File: config.mk
export PLATFORM = sky130hd
export DESIGN_NAME = world_time_counter
export DESIGN_NICKNAME = d
export VERILOG_FILES = /design/src/rtl/world_time_counter.sv
export SDC_FILE = /design/constraint.sdc
export NUM_CORES = 1
export LEC_CHECK = 0
export CAP_MARGIN = 20
export CORE_ASPECT_RATIO = 1.5
export CORE_MARGIN = 4
export CORE_UTILIZATION = 26
export CTS_CLUSTER_SIZE = 10
export DETAILED_ROUTE_END_ITERATION = 16
export GPL_TIMING_DRIVEN = 0
export RECOVER_POWER = 100
export SLEW_MARGIN = 20
export SYNTH_ARGS = -nofsm -noshare
export SYNTH_HDL_FRONTEND = slang
export SYNTH_SLANG_ARGS = --single-unit
File: constraint.sdc
create_clock -name clk -period 3.5 [get_ports clk]
set_clock_uncertainty 0.2 [all_clocks]
set_input_delay 0.525 -clock clk [delete_from_list [all_inputs] [get_ports clk]]
set_output_delay 0.525 -clock clk [all_outputs]
set_load 0.005 [all_outputs]
File: src/rtl/world_time_counter.sv
// world_time_counter: 1 Hz prescaler plus UTC hh:mm:ss counters, set-mode field
// edits, and a registered time-zone-adjusted local hour for the display decoders.
// Optional 12-hour local display and PM flag: define WORLD_CLOCK_TWELVE_HOUR_EN.
module world_time_counter #(
  parameter int unsigned CLK_HZ = 100
) (
  input  logic       clk,
  input  logic       rst_n,
  input  logic       run,
  input  logic       set_mode,
  input  logic [1:0] set_field,
  input  logic       inc,
  input  logic       dec,
  input  logic [4:0] zone_offset,
  output logic [6:0] seconds,
  output logic [6:0] minutes,
  output logic [6:0] hours_utc,
  output logic [6:0] hours_local,
  output logic       pm,
  output logic       sec_tick,
  output logic       day_wrap
);

  localparam int unsigned PresW = (CLK_HZ > 1) ? $clog2(CLK_HZ) : 1;
  localparam logic [PresW-1:0] PresMax = PresW'(CLK_HZ - 1);

  logic [PresW-1:0] presc_q, presc_d;
  logic [5:0]       sec_q, sec_d, min_q, min_d;
  logic [4:0]       hr_q, hr_d;
  logic             tick_q, tick_d, wrap_q, wrap_d;
  logic [4:0]       local_q, local_d;

  logic             sec_max, min_max, hr_max;

  assign sec_max = (sec_q == 6'd59);
  assign min_max = (min_q == 6'd59);
  assign hr_max  = (hr_q == 5'd23);

  // Prescaler, carry chain and set-mode edits; set_mode wins over run.
  always_comb begin
    presc_d = presc_q;
    sec_d   = sec_q;
    min_d   = min_q;
    hr_d    = hr_q;
    tick_d  = 1'b0;
    wrap_d  = 1'b0;
    if (set_mode) begin
      presc_d = '0;
      // Inc and dec together cancel; each field wraps within its own range.
      if (inc ^ dec) begin
        case (set_field)
          2'd0: sec_d = inc ? (sec_max ? 6'd0 : sec_q + 6'd1)
                            : ((sec_q == 6'd0) ? 6'd59 : sec_q - 6'd1);
          2'd1: min_d = inc ? (min_max ? 6'd0 : min_q + 6'd1)
                            : ((min_q == 6'd0) ? 6'd59 : min_q - 6'd1);
          2'd2: hr_d  = inc ? (hr_max ? 5'd0 : hr_q + 5'd1)
                            : ((hr_q == 5'd0) ? 5'd23 : hr_q - 5'd1);
          default: ;
        endcase
      end
    end else if (run) begin
      if (presc_q == PresMax) begin
        presc_d = '0;
        tick_d  = 1'b1;
        wrap_d  = sec_max && min_max && hr_max;
        sec_d   = sec_max ? 6'd0 : sec_q + 6'd1;
        if (sec_max) begin
          min_d = min_max ? 6'd0 : min_q + 6'd1;
          if (min_max) hr_d = hr_max ? 5'd0 : hr_q + 5'd1;
        end
      end else begin
        presc_d = presc_q + 1'b1;
      end
    end
  end

  logic signed [4:0] zone_s;
  logic signed [5:0] off_c;
  logic signed [6:0] sum_c, adj_c;
  logic [4:0]        loc24_c;

  // Clamp the offset to -12..+14, then fold hours_utc + offset into 0..23.
  always_comb begin
    zone_s = signed'(zone_offset);
    if (zone_s < -5'sd12)     off_c = -6'sd12;
    else if (zone_s > 5'sd14) off_c = 6'sd14;
    else                      off_c = {zone_s[4], zone_s};
    sum_c = $signed({2'b00, hr_q}) + $signed({off_c[5], off_c});
    if (sum_c < 7'sd0)       adj_c = sum_c + 7'sd24;
    else if (sum_c > 7'sd23) adj_c = sum_c - 7'sd24;
    else                     adj_c = sum_c;
    loc24_c = adj_c[4:0];
  end

`ifdef WORLD_CLOCK_TWELVE_HOUR_EN
  logic pm_q, pm_d;

  // 12-hour display: 0 -> 12, 13..23 -> 1..11; PM for 12..23.
  always_comb begin
    if (loc24_c == 5'd0)       local_d = 5'd12;
    else if (loc24_c > 5'd12)  local_d = loc24_c - 5'd12;
    else                       local_d = loc24_c;
    pm_d = (loc24_c >= 5'd12);
  end

  // PM flag register, aligned with the local hour.
  always_ff @(posedge clk or negedge rst_n) begin
    if (!rst_n) pm_q <= 1'b0;
    else        pm_q <= pm_d;
  end

  assign pm = pm_q;
`else
  // 24-hour local display passes straight through.
  always_comb begin
    local_d = loc24_c;
  end

  assign pm = 1'b0;
`endif

  // State registers; reset clears everything, including in-flight pulses.
  always_ff @(posedge clk or negedge rst_n) begin
    if (!rst_n) begin
      presc_q <= '0;
      sec_q   <= '0;
      min_q   <= '0;
      hr_q    <= '0;
      tick_q  <= 1'b0;
      wrap_q  <= 1'b0;
      local_q <= '0;
    end else begin
      presc_q <= presc_d;
      sec_q   <= sec_d;
      min_q   <= min_d;
      hr_q    <= hr_d;
      tick_q  <= tick_d;
      wrap_q  <= wrap_d;
      local_q <= local_d;
    end
  end

  assign seconds     = {1'b0, sec_q};
  assign minutes     = {1'b0, min_q};
  assign hours_utc   = {2'b00, hr_q};
  assign hours_local = {2'b00, local_q};
  assign sec_tick    = tick_q;
  assign day_wrap    = wrap_q;

endmodule

# Yosys cells after proc, flatten, opt, wreduce, memory -nomap -nowiden
# Cells that the tools add are included.
# word_totals
regBits,31
in_bits,13
wordCells,85
# op_classes
addsub,10
order_cmp,4
eq_ne,10
n_mux,40
bitwise,1
reduce_logical,13
# ops
operator,n
$mux 6,19
$mux 5,12
$mux 7,3
$add 6x1->6 const B,2
$eq 6x6->1 const B,2
$logic_not 6->1,2
$sub 6x1->6 const B,2
$ne 2x1->1 const B,4
$reduce_bool 2->1,4
$add 6x6->7,1
$add 7x1->7 const B,1
$eq 7x7->1 const B,1
$gt 7x6->1 const B,1
$lt 7x1->1 const B,1
$mux 1,6
$reduce_and 6->1,1
$add 5x1->5 const B,1
$add 5x4->5 const B,1
$eq 5x5->1 const B,1
$gt 5x5->1 const B,1
$logic_not 5->1,1
$lt 5x5->1 const B,1
$reduce_and 5->1,1
$sub 5x1->5 const B,1
other kinds (7),8

# Depth between registers and ports, before layout
# Gate-level depths: netlist of run 1.
# depth
depth_word,7
mapped_depth,16
depth_no_buf,16

# Least setup slack after synthesis of run 1
# OpenSTA, ideal clock, no wires.
# synth_timing
path_kind,input port to flip-flop
startpoint,input port zone_offset[3]
endpoint,register local_q[4]
arrival_time_ns,3.231
t_required_ns,3.220
path_slack_ns,-0.011
stages,16
n_path_buf,0
cell_sequence,o21ai_0 > ha_1 > nand2b_1 > a41oi_1 > ha_1 > fa_1 > nand3_1 > nand2_1 > xnor2_1 > inv_1 > ha_1 > a41oi_2 > a211oi_2 > o311ai_2 > o41ai_2 > nor3_2
# synth_via
elab_chain_len,7
# synth_rtl
element,line_no,text
from (decl),14,"input logic [4:0] zone_offset,"
$gt 5x5->1,86,else if (zone_s > 5'sd14) off_c = 6'sd14;
$mux 6,86,
$mux 6 *,85,if (zone_s < -5'sd12) off_c = -6'sd12;
$add 6x6->7 *,88,"sum_c = $signed({2'b00, hr_q}) + $signed({off_c[5], off_c});"
$gt 7x6->1 / $sub 5x4->5 (equally long branches),90,else if (sum_c > 7'sd23) adj_c = sum_c - 7'sd24;
$mux 5,90,
$mux 5 *,89,if (sum_c < 7'sd0) adj_c = sum_c + 7'sd24;
via adj_c[4],79,"logic signed [6:0] sum_c, adj_c;"
to (signal assigned),139,local_q <= local_d;
to (decl),31,"logic [4:0] local_q, local_d;"
# Mark *: on every way through the listed nets, which the timed path passes. The rest lies on a longest branch.
# A chain may end at the register's enable or synchronous reset.

# Final worst setup path of run 1
# layout_timing
startpoint,input port zone_offset[1]
endpoint,register local_q[4]
# Same word-level chain as after synthesis.

==> results by group, run 1 <==
Finish
  – Share of cells above drive strength 1: 15.56%
  – Inserted Diodes: 0
  – Nets: 379
  – Final core occ: 35.05%
  – # fillers: around 970
  – P&R area growth vs syn: 32.49%

Floorplanning
  – Num rows: between 40 and 50
  – Initial Util: 26.45%
  – Core Area: 0.009200 sq mm
  – Full die area: between 0.01 and 0.015 sq mm
  – Overall die width: around 87 microns
  – Die H: 126.5 microns
  – IO Pins: 44

GRT
  – First-pass GRT wire length: between 10 and 15 mm
  – Largest net degree at the start of global routing: 26
  – All-Layer GR Usage: 11.82%
  – Vias in the first global route: 2376
  – GRT overflow: 0
  – Initial antenna violation count: 0

Logic synthesis
  – Seq/Total Area, Yosys: about a third
  – Synth Flop Type: dfrtp_1
  – Syn avg cell area: 8.363 sq um
  – Mapped Area: 0.002434 sq mm
  – Yosys warning total: 0
  – Post-synth EDFFs: 0
  – Cell count after synthesis: 291
  – Synthesized flop and latch total: 31
  – Async S/R FF share, synth: 100.0%
  – Netlist cell types: 59

Critical path
  – Flop-to-flop setup slack: 0.52 ns
  – Crit end category: flip-flop
  – Crit path DAT: between 3 and 4 ns
  – R2R Path End: local_q[4]$_DFF_PN0_
  – Crit Path Class: in2reg
  – Peak fanout along the critical path: 3
  – FF-to-FF Start: hr_q[1]$_DFFE_PN0P_
  – WP data required: 3.46 ns
  – Setup crit start kind: primary input
  – Worst-case reg-to-reg path depth: 11

Timing
  – Period utilization: 95.07%
  – Hold Vio Cnt, Final: 0
  – Rel. slew slack: 5.952%
  – Setup WS post-layout: 0.1727 ns
  – Max-slew violations: 0
  – Post-route minimum period: between 3 and 4 ns
  – Worst-margin pin slew: 1.411 ns
  – Max Freq: approximately 300 MHz
  – # setup viols final: 0

Routing
  – Post-route DRC: 0
  – WL/cell: 13.81 microns
  – Total Routed Length: around 6.3 mm
  – ANT nets after route: 0
  – First-iteration detailed-routing DRC count: 82
  – 1st-pass router iterations: 4
  – Vias per cell: 5.105
  – Vias: 2343

CTS
  – Root buffer cell: clkbuf_16
  – TritonCTS clock tree: done
  – CTS max path bufs: 2
  – Clock sink count: 31
  – H-Tree Depth: 2
  – Clk_lat worst skew: 0.27 ns
  – CTS buffer count: 5
  – Clk slew on worst S/H paths: 0.05 ns

Run
  – Max Cap Viol: 0

Status
  – Status: complete, no violations

Placement
  – IO Port Bufs: 35
  – Dpl hpwl: around 4.7 mm
  – Gpl congestion: approximately 0.85
  – Pre-CTS setup slack: -0.7048 ns

Min path
  – Min-Delay Path Depth: 2
  – Worst hold endpoint: presc_q[6]$_DFFE_PN0P_
  – Hold Crit Class: reg2reg
  – Hold Startpoint: presc_q[6]$_DFFE_PN0P_

Power and ir drop
  – LEAKAGE: 1.352 nW
  – Max VDD drop: 0.3203 mV
  – Pwr dens: 741.3 mW/mm^2
[critical path: stages]
cell             delay, ns
clkdlybuf4s50_1       0.51
nor2b_4               0.18
ha_1                  0.26
a211oi_4              0.36
o21ba_4               0.21
nor2_2                0.05
inv_1                 0.07
ha_2                  0.17
a41oi_2               0.13
a211oi_2              0.32
a21oi_2               0.07
o41ai_2               0.36
nor3_2                0.06
[where the power goes]
part,internal (mW),switching [mW]
registers,0.476,0.158
logic,0.656,0.675
clock network,0.277,0.148
[per-stage QoR]
step / power (mW) / hold slack, ns / setup TNS, ns / instance area, sq um / std cells
after floorplan: 1.403 / 0.02941 / 0 / 2464 / 297
after global placement: 1.830 / 0.3224 / -1.079 / 2954 / 444
after detailed placement: 1.859 / 0.1798 / -1.136 / 2969 / 445
after CTS: 2.385 / 0.3437 / 0 / 3206 / 458
after global routing: 2.607 / 0.3830 / -0.009588 / 3224 / 459
final: 2.390 / 0.3389 / 0 / 3224 / 459
[synth_stat cells, types with 4 or more instances]
| cell | n | area [sq um] |
|---|---|---|
| a21oi_1 | 20 | 100.1 |
| a31oi_1 | 6 | 37.54 |
| and3_1 | 6 | 37.54 |
| buf_2 | 6 | 30.03 |
| buf_4 | 7 | 52.55 |
| clkbuf_1 | 4 | 15.01 |
| dfrtp_1 | 31 | 775.7 |
| ha_1 | 18 | 225.2 |
| inv_1 | 13 | 48.80 |
| nand2_1 | 22 | 82.58 |
| nand2b_1 | 4 | 25.02 |
| nand3_1 | 10 | 50.05 |
| nand4_1 | 5 | 31.28 |
| nor2_1 | 32 | 120.1 |
| nor2b_1 | 6 | 37.54 |
| nor3_1 | 14 | 70.07 |
| o21ai_0 | 20 | 100.1 |
| o31ai_1 | 6 | 45.04 |
| xnor2_1 | 5 | 43.79 |
| xor2_1 | 5 | 43.79 |
[metal layers]
metal  vias up  share of wire, %  GRT usage, %
met5         -                 0             0
met4         0               2.3         4.771
met3        12               5.0         2.209
met2        73                51         21.39
met1      1098                41         13.26
li1       1160                 -             -
[cell usage in the layout, fill, tap and decap left out, types with 3 or more instances in the layout]
cell type        synthesis  routed
a21oi_1                 20      19
a31oi_1                  6       6
and3_1                   6       6
buf_4                    7      13
clkbuf_1                 4      11
clkbuf_16                0       5
clkbuf_2                 0       3
clkdlybuf4s50_1          0       6
conb_1                   1       7
dfrtp_1                 31      31
dlygate4sd3_1            0      26
ha_1                    18      14
ha_4                     0       3
inv_1                   13      11
inv_2                    1       3
nand2_1                 22      21
nand2b_1                 4       3
nand3_1                 10       9
nand4_1                  5       5
nor2_1                  32      31
nor2b_1                  6       5
nor3_1                  14      14
o21ai_0                 20      18
o22ai_1                  3       3
o31ai_1                  6       6
xnor2_1                  5       4
xor2_1                   5       5
[worst max path at each step]
stage	startpoint	to	slack, ns	cells past startpoint
floorplan	zone_offset[3]	local_q[4]$_DFF_PN0_	0.07	16
global placement	zone_offset[3]	local_q[4]$_DFF_PN0_	-0.68	17
detailed placement	zone_offset[3]	local_q[4]$_DFF_PN0_	-0.70	17
CTS	zone_offset[3]	local_q[4]$_DFF_PN0_	0.09	17
global route	zone_offset[1]	local_q[4]$_DFF_PN0_	-0.01	13
finish	zone_offset[1]	local_q[4]$_DFF_PN0_	0.17	13
[cells by family (layout without fill, tap and decap cells)]
logic type / count (synthesis) / in the layout / synth area share, %
simple gates: 112 / 112 / 22.98
compound gates: 84 / 84 / 23.91
buf+inv: 32 / 82 / 6.324
flops: 31 / 31 / 31.88
fa+ha+maj: 19 / 19 / 10.08
xor+xnor: 11 / 11 / 4.267
other cells: 1 / 7 / 0.1541
mux: 1 / 1 / 0.4113
[repair_timing]
item,in CTS,in global routing
endpoints found under the hold margin,6,0
pin swaps,9,8
hold buffers,1,0
endpoints found under the setup margin,2,1
setup buffers,5,1
gates resized for setup,17,17
[layout make-up]
class / instances / area, sq um / area share, %
Multi-Input combinational cell: 234 / 1628 / 50.49
Inverter: 14 / 52.55 / 1.630
Sequential cell: 31 / 775.7 / 24.06
Clock buffer: 6 / 138.9 / 4.307
Tap cell: 112 / 140.1 / 4.346
Timing Repair Buffer: 43 / 387.9 / 12.03
Clock inverter: 1 / 5.005 / 0.1552
Buffer: 18 / 96.34 / 2.988
[state kept, by name, summed over array words and instances (netlist names)]
name,cells
min_q,6
hr_q,5
day_wrap,1
sec_q,6
presc_q,7
local_q,5
sec_tick,1
Note: power is estimated with default switching activity, not from simulation.
==> inputs of run 2 (changes only) <==
--- a/config.mk
+++ b/config.mk
@@ -13,7 +13,7 @@
 export DETAILED_ROUTE_END_ITERATION = 16
 export GPL_TIMING_DRIVEN = 0
 export RECOVER_POWER = 100
-export SLEW_MARGIN = 20
+export SLEW_MARGIN = 25
 export SYNTH_ARGS = -nofsm -noshare
 export SYNTH_HDL_FRONTEND = slang
 export SYNTH_SLANG_ARGS = --single-unit
==> constraint.sdc (replaced) <==
create_clock -name clk -period 3.4 [get_ports clk]
set_clock_uncertainty 0.2 [all_clocks]
set_input_delay 0.51 -clock clk [delete_from_list [all_inputs] [get_ports clk]]
set_output_delay 0.51 -clock clk [all_outputs]
set_load 0.005 [all_outputs]
==> results by group, run 2 (synthesis gave the netlist of run 1 again) <==
Status
  – Status: complete, no violations

CTS
  – Clock sink count: 31
  – H-Tree Depth: 2
  – Clk slew on worst S/H paths: 0.05 ns
  – Root buffer cell: clkbuf_16
  – Clk_lat worst skew: roughly 0.28 ns
  – CTS buffer count: 5
  – TritonCTS clock tree: done
  – CTS max path bufs: 2

GRT
  – All-Layer GR Usage: roughly an eighth
  – GR Util met3: 2.339%
  – Grt peak-use layer: met2
  – Largest net degree at the start of global routing: 19
  – GRT overflow: 0
  – Initial antenna violation count: 0
  – Vias in the first global route: ~2300
  – First-pass GRT wire length: 10.63 mm
  – Met1 usage: 12.88%
  – Met2 Resource Use GR: 21.34%

Min path
  – Hold Crit Class: reg2reg
  – Hold Startpoint: presc_q[6]$_DFFE_PN0P_
  – Min-Delay Path Depth: 2
  – Worst hold endpoint: presc_q[6]$_DFFE_PN0P_

Finish
  – Finished Layout Cells: 460
  – Share of cells above drive strength 1: 16.67%
  – Top flop regs: presc_q x7, min_q x6, sec_q x6
  – Commonest non-fill, non-tap cells in the layout: dfrtp_1, nor2_1, clkdlybuf4s50_1, nand2_1, a21oi_1
  – Final instance area: 0.003259 sq mm
  – Max reg flops: 7
  – Inserted Diodes: 0
  – Nets: 379
  – P&R area growth vs syn: 33.93%
  – Commonest non-fill, non-tap cell in the layout: dfrtp_1
  – Register name with the most flops: presc_q

Routing
  – Vias: 2375
  – 1st-pass router iterations: 4
  – Vias per cell: just over 5
  – Post-route DRC: 0
  – WL/cell: 14.10 microns
  – First-iteration detailed-routing DRC count: 75
  – ANT nets after route: 0
  – Total Routed Length: 6.486 mm

Floorplanning
  – Num rows: 43
  – Die H: 126.5 microns
  – Overall die width: between 80 and 90 microns
  – Core Area: 0.009200 sq mm
  – Full die area: 0.01100 sq mm
  – IO Pins: 44
  – Initial Util: 26.45%

Timing
  – Hold Vio Cnt, Final: 0
  – Rel. slew slack: 30.85%
  – Post-route minimum period: 3.239 ns
  – Period utilization: about 95%
  – # setup viols final: 0
  – Max Freq: 308.7 MHz
  – Post-route setup TNS: 0 ns
  – Setup WS post-layout: 0.1606 ns
  – Max-slew violations: 0
  – Worst-margin pin slew: 1.037 ns

Critical path
  – WP data required: about 3.4 ns
  – R2R Path End: local_q[4]$_DFF_PN0_
  – Worst-case reg-to-reg path depth: 11
  – Setup crit start kind: primary input
  – Crit end category: flip-flop
  – Flop-to-flop setup slack: 0.52 ns
  – Peak fanout along the critical path: 4
  – FF-to-FF Start: hr_q[1]$_DFFE_PN0P_
  – Crit path DAT: approximately 3.2 ns
  – Crit Path Class: in2reg

Power and ir drop
  – Pwr dens: 766.6 mW/mm^2
  – LEAKAGE: about 1.3 nW
  – Total power: 2.499 mW
  – Max VDD drop: 0.3396 mV

Placement
  – Dpl hpwl: 4.770 mm
  – IO Port Bufs: 35
  – Placed instance count: 445
  – Pre-CTS setup slack: -0.7920 ns
  – Area post-placement: ~0.0030 sq mm
  – Gpl congestion: 0.8380

Run
  – Max Cap Viol: 0
-- run 2: where the power goes --
part	switching [mW]	total, mW	internal [mW]
logic	0.699	1.41	0.712
registers	0.169	0.658	0.490
clock network	0.158	0.429	0.270
total	1.03	2.50	1.47
-- run 2: layer usage --
metal | vias up | share of wire [%]
met5 | - | 0
met4 | 0 | 4.0
met3 | 23 | 5.0
met2 | 77 | 51
met1 | 1116 | 40
li1 | 1159 | -
-- run 2: cell type report --
class | count | area [sq um]
buffer | 18 | 100.1
tap | 112 | 140.1
fill | 940 | 5941
multi-input combinational | 234 | 1660
inverter | 14 | 52.55
sequential | 31 | 775.7
timing repair buffer | 43 | 392.9
clock buffer | 7 | 132.6
clock inverter | 1 | 5.005
-- run 2: worst max-delay path by stage --
stage	from	slack [ns]	to	cells past startpoint
final	zone_offset[3]	0.16	local_q[4]$_DFF_PN0_	17
after global routing	zone_offset[3]	-0.005	local_q[4]$_DFF_PN0_	17
after CTS	zone_offset[3]	0.01	local_q[4]$_DFF_PN0_	17
after detailed placement	zone_offset[3]	-0.79	local_q[4]$_DFF_PN0_	17
after global placement	zone_offset[3]	-0.72	local_q[4]$_DFF_PN0_	17
after floorplan	zone_offset[3]	0.01	local_q[4]$_DFF_PN0_	16
-- run 2: repair_timing --
item	in CTS	in global routing
pin swaps	9	7
endpoints found under the setup margin	2	2
gates resized for setup	18	18
buffers inserted	4	2
endpoints found under the hold margin	13	0
hold buffers	1	0
-- run 2: metrics by stage --
step | hold slack [ns] | util (%)
CTS | 0.3403 | 35.01
global route | 0.3716 | 35.43
detailed placement | 0.2477 | 32.38
floorplan | 0.01441 | -
global placement | 0.3211 | 32.14
finish | 0.3359 | 35.43
-- run 2: worst max-delay path, cell delays in order --
cell	delay (ns)
clkbuf_2	0.15
o21ai_4	0.07
ha_4	0.29
nand2b_4	0.13
a41oi_4	0.04
ha_4	0.20
fa_2	0.35
nand3_2	0.09
nand2_2	0.07
xnor2_2	0.19
inv_1	0.09
ha_2	0.19
a41oi_4	0.22
a211oi_2	0.07
o311ai_2	0.27
o41ai_2	0.14
nor3_2	0.18
